$ cat config.mk
export PLATFORM = sky130hd
export DESIGN_NAME = nn_mac_sequencer
export DESIGN_NICKNAME = d
export VERILOG_FILES = /design/src/rtl/nn_mac_sequencer.sv
export SDC_FILE = /design/constraint.sdc
export NUM_CORES = 2
export LEC_CHECK = 0
export ABC_CLOCK_PERIOD_IN_PS = 8360
export CORE_ASPECT_RATIO = 0.5
export CORE_MARGIN = 8
export CORE_UTILIZATION = 34
export DETAILED_ROUTE_END_ITERATION = 10
export PLACE_DENSITY_LB_ADDON = 0.2
export SYNTH_ARGS = -nofsm -noshare
export SYNTH_HDL_FRONTEND = slang
export SYNTH_SLANG_ARGS = --single-unit
$ cat constraint.sdc
create_clock -name clk -period 8.36 [get_ports clk]
set_input_delay 0.836 -clock clk [delete_from_list [all_inputs] [get_ports clk]]
set_output_delay 0.836 -clock clk [all_outputs]
set_load 0.05 [all_outputs]
$ cat src/rtl/nn_mac_sequencer.sv
// nn_mac_sequencer: time-multiplexed 4-4-2 fully connected network.
// A single DATA_W multiply-accumulate unit walks layer 1 (hidden units) and
// then layer 2 (outputs) one product per cycle, using a local weight file.
// All arithmetic wraps modulo 2^DATA_W; there is no activation or saturation.
//
// Handshakes: a transfer happens on a rising clk edge where valid and ready
// are both high. in_ready is high only in IDLE; out_valid is high only in
// DONE, where out_vec is held stable until out_ready is seen.
module nn_mac_sequencer #(
    parameter int DATA_W = 16,
    parameter int N_IN   = 4,
    parameter int N_HID  = 4,
    parameter int N_OUT  = 2
) (
    input  logic                    clk,
    input  logic                    rst_n,
    input  logic                    wr_en,
    input  logic [4:0]              wr_addr,
    input  logic [DATA_W-1:0]       wr_data,
    output logic                    wr_drop,
    input  logic                    in_valid,
    output logic                    in_ready,
    input  logic [N_IN*DATA_W-1:0]  in_vec,
    output logic                    out_valid,
    input  logic                    out_ready,
    output logic [N_OUT*DATA_W-1:0] out_vec,
    output logic                    busy
);

    localparam int N_W    = N_IN * N_HID + N_HID * N_OUT;
    localparam int ADDR_W = 5;
    localparam int MAX_AB = (N_IN > N_HID) ? N_IN : N_HID;
    localparam int MAX_N  = (MAX_AB > N_OUT) ? MAX_AB : N_OUT;
    localparam int CNT_W  = (MAX_N > 1) ? $clog2(MAX_N) : 1;

    localparam logic [CNT_W-1:0]  IN_LAST    = CNT_W'(N_IN - 1);
    localparam logic [CNT_W-1:0]  HID_LAST   = CNT_W'(N_HID - 1);
    localparam logic [CNT_W-1:0]  OUT_LAST   = CNT_W'(N_OUT - 1);
    localparam logic [ADDR_W-1:0] ADDR_LIMIT = ADDR_W'(N_W);
    localparam int                L2_BASE    = N_IN * N_HID;

    typedef enum logic [1:0] {
        S_IDLE = 2'd0,
        S_L1   = 2'd1,
        S_L2   = 2'd2,
        S_DONE = 2'd3
    } state_t;

    state_t state;
    state_t state_next;

    // Weight file, latched input vector, hidden results and output results
    // are kept as flat packed vectors indexed by element.
    logic [N_W*DATA_W-1:0]   w_mem;
    logic [N_IN*DATA_W-1:0]  x_reg;
    logic [N_HID*DATA_W-1:0] y_reg;
    logic [N_OUT*DATA_W-1:0] out_reg;

    logic [DATA_W-1:0] acc;
    logic [DATA_W-1:0] mac_a;
    logic [DATA_W-1:0] mac_b;
    logic [DATA_W-1:0] prod;
    logic [DATA_W-1:0] sum;

    // inner walks the summed index, outer walks the unit being produced
    logic [CNT_W-1:0] inner;
    logic [CNT_W-1:0] outer;
    logic             inner_last;
    logic             outer_last;
    logic             wr_ok;

    // State register
    always_ff @(posedge clk) begin
        if (!rst_n) begin
            state <= S_IDLE;
        end else begin
            state <= state_next;
        end
    end

    // Next-state decode, handshake outputs and loop-end flags
    always_comb begin
        state_next = state;
        in_ready   = 1'b0;
        out_valid  = 1'b0;
        busy       = 1'b0;
        inner_last = 1'b0;
        outer_last = 1'b0;
        case (state)
            S_IDLE: begin
                in_ready = 1'b1;
                if (in_valid) begin
                    state_next = S_L1;
                end
            end
            S_L1: begin
                busy       = 1'b1;
                inner_last = (inner == IN_LAST);
                outer_last = (outer == HID_LAST);
                if (inner_last && outer_last) begin
                    state_next = S_L2;
                end
            end
            S_L2: begin
                busy       = 1'b1;
                inner_last = (inner == HID_LAST);
                outer_last = (outer == OUT_LAST);
                if (inner_last && outer_last) begin
                    state_next = S_DONE;
                end
            end
            S_DONE: begin
                out_valid = 1'b1;
                if (out_ready) begin
                    state_next = S_IDLE;
                end
            end
            default: begin
                state_next = S_IDLE;
            end
        endcase
    end

    // MAC operand select: layer 1 uses x[i]*w[i][h], layer 2 uses y[h]*w[h][o]
    always_comb begin
        mac_a = '0;
        mac_b = '0;
        case (state)
            S_L1: begin
                mac_a = x_reg[int'(inner)*DATA_W +: DATA_W];
                mac_b = w_mem[(int'(inner)*N_HID + int'(outer))*DATA_W +: DATA_W];
            end
            S_L2: begin
                mac_a = y_reg[int'(inner)*DATA_W +: DATA_W];
                mac_b = w_mem[(L2_BASE + int'(inner)*N_OUT + int'(outer))*DATA_W +: DATA_W];
            end
            default: begin
                mac_a = '0;
                mac_b = '0;
            end
        endcase
    end

    // Products and sums are truncated to DATA_W by the operand widths.
    assign prod = mac_a * mac_b;
    assign sum  = acc + prod;

    // Writes land only while no vector is in flight and the address exists.
    assign wr_ok = (wr_addr < ADDR_LIMIT) && ((state == S_IDLE) || (state == S_DONE));

    // Weight file update and one-cycle rejection pulse
    always_ff @(posedge clk) begin
        if (!rst_n) begin
            w_mem   <= '0;
            wr_drop <= 1'b0;
        end else begin
            wr_drop <= wr_en && !wr_ok;
            if (wr_en && wr_ok) begin
                w_mem[int'(wr_addr)*DATA_W +: DATA_W] <= wr_data;
            end
        end
    end

    // Datapath: input latch, accumulator, loop counters and result stores
    always_ff @(posedge clk) begin
        if (!rst_n) begin
            x_reg   <= '0;
            y_reg   <= '0;
            out_reg <= '0;
            acc     <= '0;
            inner   <= '0;
            outer   <= '0;
        end else begin
            case (state)
                S_IDLE: begin
                    if (in_valid) begin
                        x_reg <= in_vec;
                        acc   <= '0;
                        inner <= '0;
                        outer <= '0;
                    end
                end
                S_L1, S_L2: begin
                    if (inner_last) begin
                        if (state == S_L1) begin
                            y_reg[int'(outer)*DATA_W +: DATA_W] <= sum;
                        end else begin
                            out_reg[int'(outer)*DATA_W +: DATA_W] <= sum;
                        end
                        acc   <= '0;
                        inner <= '0;
                        outer <= outer_last ? '0 : (outer + CNT_W'(1));
                    end else begin
                        acc   <= sum;
                        inner <= inner + CNT_W'(1);
                    end
                end
                default: begin
                end
            endcase
        end
    end

    assign out_vec = out_reg;

endmodule

==> impl_metrics.tcl <==
set metrics [dict create \
    yosysSeqAreaShare 0.378 \
    sequentialPowerShare 0.382 \
    comb_power_share 0.253 \
    die_x_um 436 \
    stdcell_count 4819 \
    async_flop_share 0 \
    syn_area_um2 30000 \
    initial_utilization 0.341 \
    maxSlewHeadroom 0.191 \
    cts-hold-fix-buffers 0 \
    netlist_instances 3560 \
    hold_class "flip-flop to flip-flop" \
    layout-drive-gt1-share 0.102 \
    io_buffers 125 \
    core_area_um2 87900 \
    setup-violations-final 0 \
    antenna_left 0 \
    maxCapViolCount 0 \
    gr-total-overflow 0 \
    register_area_um2 11400 \
    post-place-cells 4712 \
    ys_ff_latch 567 \
    powerDensity_nw_per_um2 214 \
    crit_buf_inv 5 \
    slowest_delay_ps 540 \
    crit_type "flip-flop to flip-flop" \
    cp-startpoint "inner[0]" \
    p_sw_mw 2.50 \
    cts_tree "built" \
    final_nets 3842 \
    pwr-share-clk 0.365 \
    drt-pass1-iter-count 8 \
    cts_sinks 567 \
    cp.required_ps 8910 \
    status "finished, final reports clean" \
    grt_pass1_vias 25000 \
    r2r_cells 28 \
    ys_types 74 \
    multi_input_comb_area_um2 17000 \
    rsz0062_at_grt "no" \
    final_util 0.393 \
    cpMaxStageDelayCell "fa_1" \
    grt_max_degree 154 \
    internal_power_mw 4.90 \
    gp_congestion 0.916 \
    fin_crit_ps 7980 \
    crit_path_end_kind "flip-flop" \
    holdPathStages 2 \
    critical_path_depth 28 \
    largest_register_ffs 384 \
    fin_skew_ps 66.8 \
    cts-root-buf "clkbuf_16" \
    synth_edf_count 0 \
    first_iter_violations 2596 \
    syn_to_final_growth_pct 15.2 \
    die_area_um2 98600 \
    cts_buffer_depth 3 \
    yosysTopAreaCellShare 0.378 \
    yosys.area.top_type "dfxtp_1" \
    synthesis.nets 3812 \
    cts-buffers-inserted 55 \
    regToRegSetupSlack_ps 380 \
    synth_ff_type "dfxtp_1" \
    drc 0 \
    switching_share 0.338 \
    ys_warn_count 0 \
    n_antenna_cell 0 \
    layout_commonest_cell "nand2_1" \
    timing.rr.end "y_reg[63]" \
    fmax_mhz 125 \
    vdd_drop_max_mv 0.200 \
    hold_violations 0 \
    tightestPinTransition_ps 1210 \
    clock_latency_ps 670 \
    maxSlewViolCount 0 \
    crit_fanout 41 \
    vias 25700 \
    routedWlPerCell_um 22.8 \
    finalPower_mw 7.40 \
    wl_mm 110 \
    fin_crit_sh 0.955 \
    antenna_found_initial 1 \
    die_h_um 226 \
    htree_levels 2 \
    grt_pass1_wl_mm 163 \
    synthTopCellsByArea "dfxtp_1 (38%), mux4_2 (7.7%), nand2_1 (7.4%)" \
    fillers 8985 \
    final_cell_mix "nand2_1 (586), dfxtp_1 (564), nor2_1 (420)" \
    ios 126 \
    core.rowCount 77 \
    rr_startpoint "inner[0]" \
    cp-start-kind "flip-flop" \
    p_leak_nw 12.4 \
    hpwl_mm 75.4 \
    arrival_ps 8540 \
    avgSynthCellArea_um2 8.43 \
    critical-path-top-delay-family "adder cells" \
    tns_ps 0 \
    crit_end "y_reg[63]" \
    grt_use_total 0.215 \
    cp_common_cell "fa_1" \
    via_per_inst 5.33 \
    cts.clk_slew.worst_paths_ps 60 \
]
==> cell families after synthesis <==
family                     share of synthesized area
adders and majority gates                     0.0911
DFF                                            0.378
muxes                                          0.102
AOI/OAI and AO/OA                              0.130
buffers and inverters                         0.0597
and+or+nand+nor                                0.224
xor gates and xnor gates                      0.0156
==> Yosys cell counts, types with 68 or more instances <==
master and number:
dfxtp_1 567, nor3_1 106, o21ai_0 146, fa_1 94, ha_1 68, inv_1 187
nor2_1 424, a21oi_1 326, mux4_2 103, nand2_1 594, and2_1 150, clkbuf_1 190
nand3_1 91
==> worst register-to-register path: cells and delay by family, from the launching register on <==
family	cells	cell delay (ps)
compound gates	2	620
xor+xnor	7	1620
fa+ha+maj	8	3370
buf+inv	5	740
flops	1	320
mux	3	990
simple gates	3	230
==> power by group through the flow <==
stage / registers (mW) / logic [mW] / clock network, mW
after floorplan: 2.86 / 1.15 / 0
after global placement: 2.89 / 1.81 / 0
after detailed placement: 2.89 / 1.82 / 0
after CTS: 2.83 / 1.82 / 2.75
after global routing: 2.83 / 1.98 / 2.86
final: 2.82 / 1.87 / 2.70
==> how the worst min path moves through the flow <==
stage / slack [ps] / startpoint / end
after floorplan: 430 / w_mem[13] / w_mem[13]
after global placement: 440 / y_reg[20] / y_reg[20]
after detailed placement: 450 / y_reg[8] / y_reg[8]
after CTS: 450 / y_reg[8] / y_reg[8]
after global routing: 470 / w_mem[14] / w_mem[14]
final: 450 / y_reg[0] / y_reg[0]
==> per-stage QoR <==
stage | cell area, um^2 | hold slack (ps) | setup WS, ps
3_5_place_dp | 32500 | 445 | 80.9
6_report | 34500 | 454 | 375
3_3_place_gp | 32500 | 440 | 218
5_1_grt | 34500 | 467 | 19.8
2_1_floorplan | 30000 | 427 | 502
4_1_cts | 34400 | 454 | 25.8
==> per-layer routing <==
metal | part of all wire | up-vias | GRT usage
met5 | 0.00012 | - | 0
met4 | 0.033 | 2 | 0.0661
met3 | 0.061 | 220 | 0.0319
met2 | 0.46 | 932 | 0.358
met1 | 0.45 | 12600 | 0.289
li1 | - | 12000 | -
==> what timing repair did <==
item	CTS	global route
gates resized for setup	0	11
hold endpoints to repair	0	0
buffers inserted	0	6
endpoints found under the setup margin	0	31
==> area by class of cell <==
cell class	count	area share
clock buffers	81	0.0467
clock inverters	20	0.00880
inverters	188	0.0206
multi-input cells	2556	0.493
flip-flops and latches	567	0.329
well taps	1185	0.0429
repair buffers	222	0.0594
No activity file was read; power rests on OpenSTA's default activity.
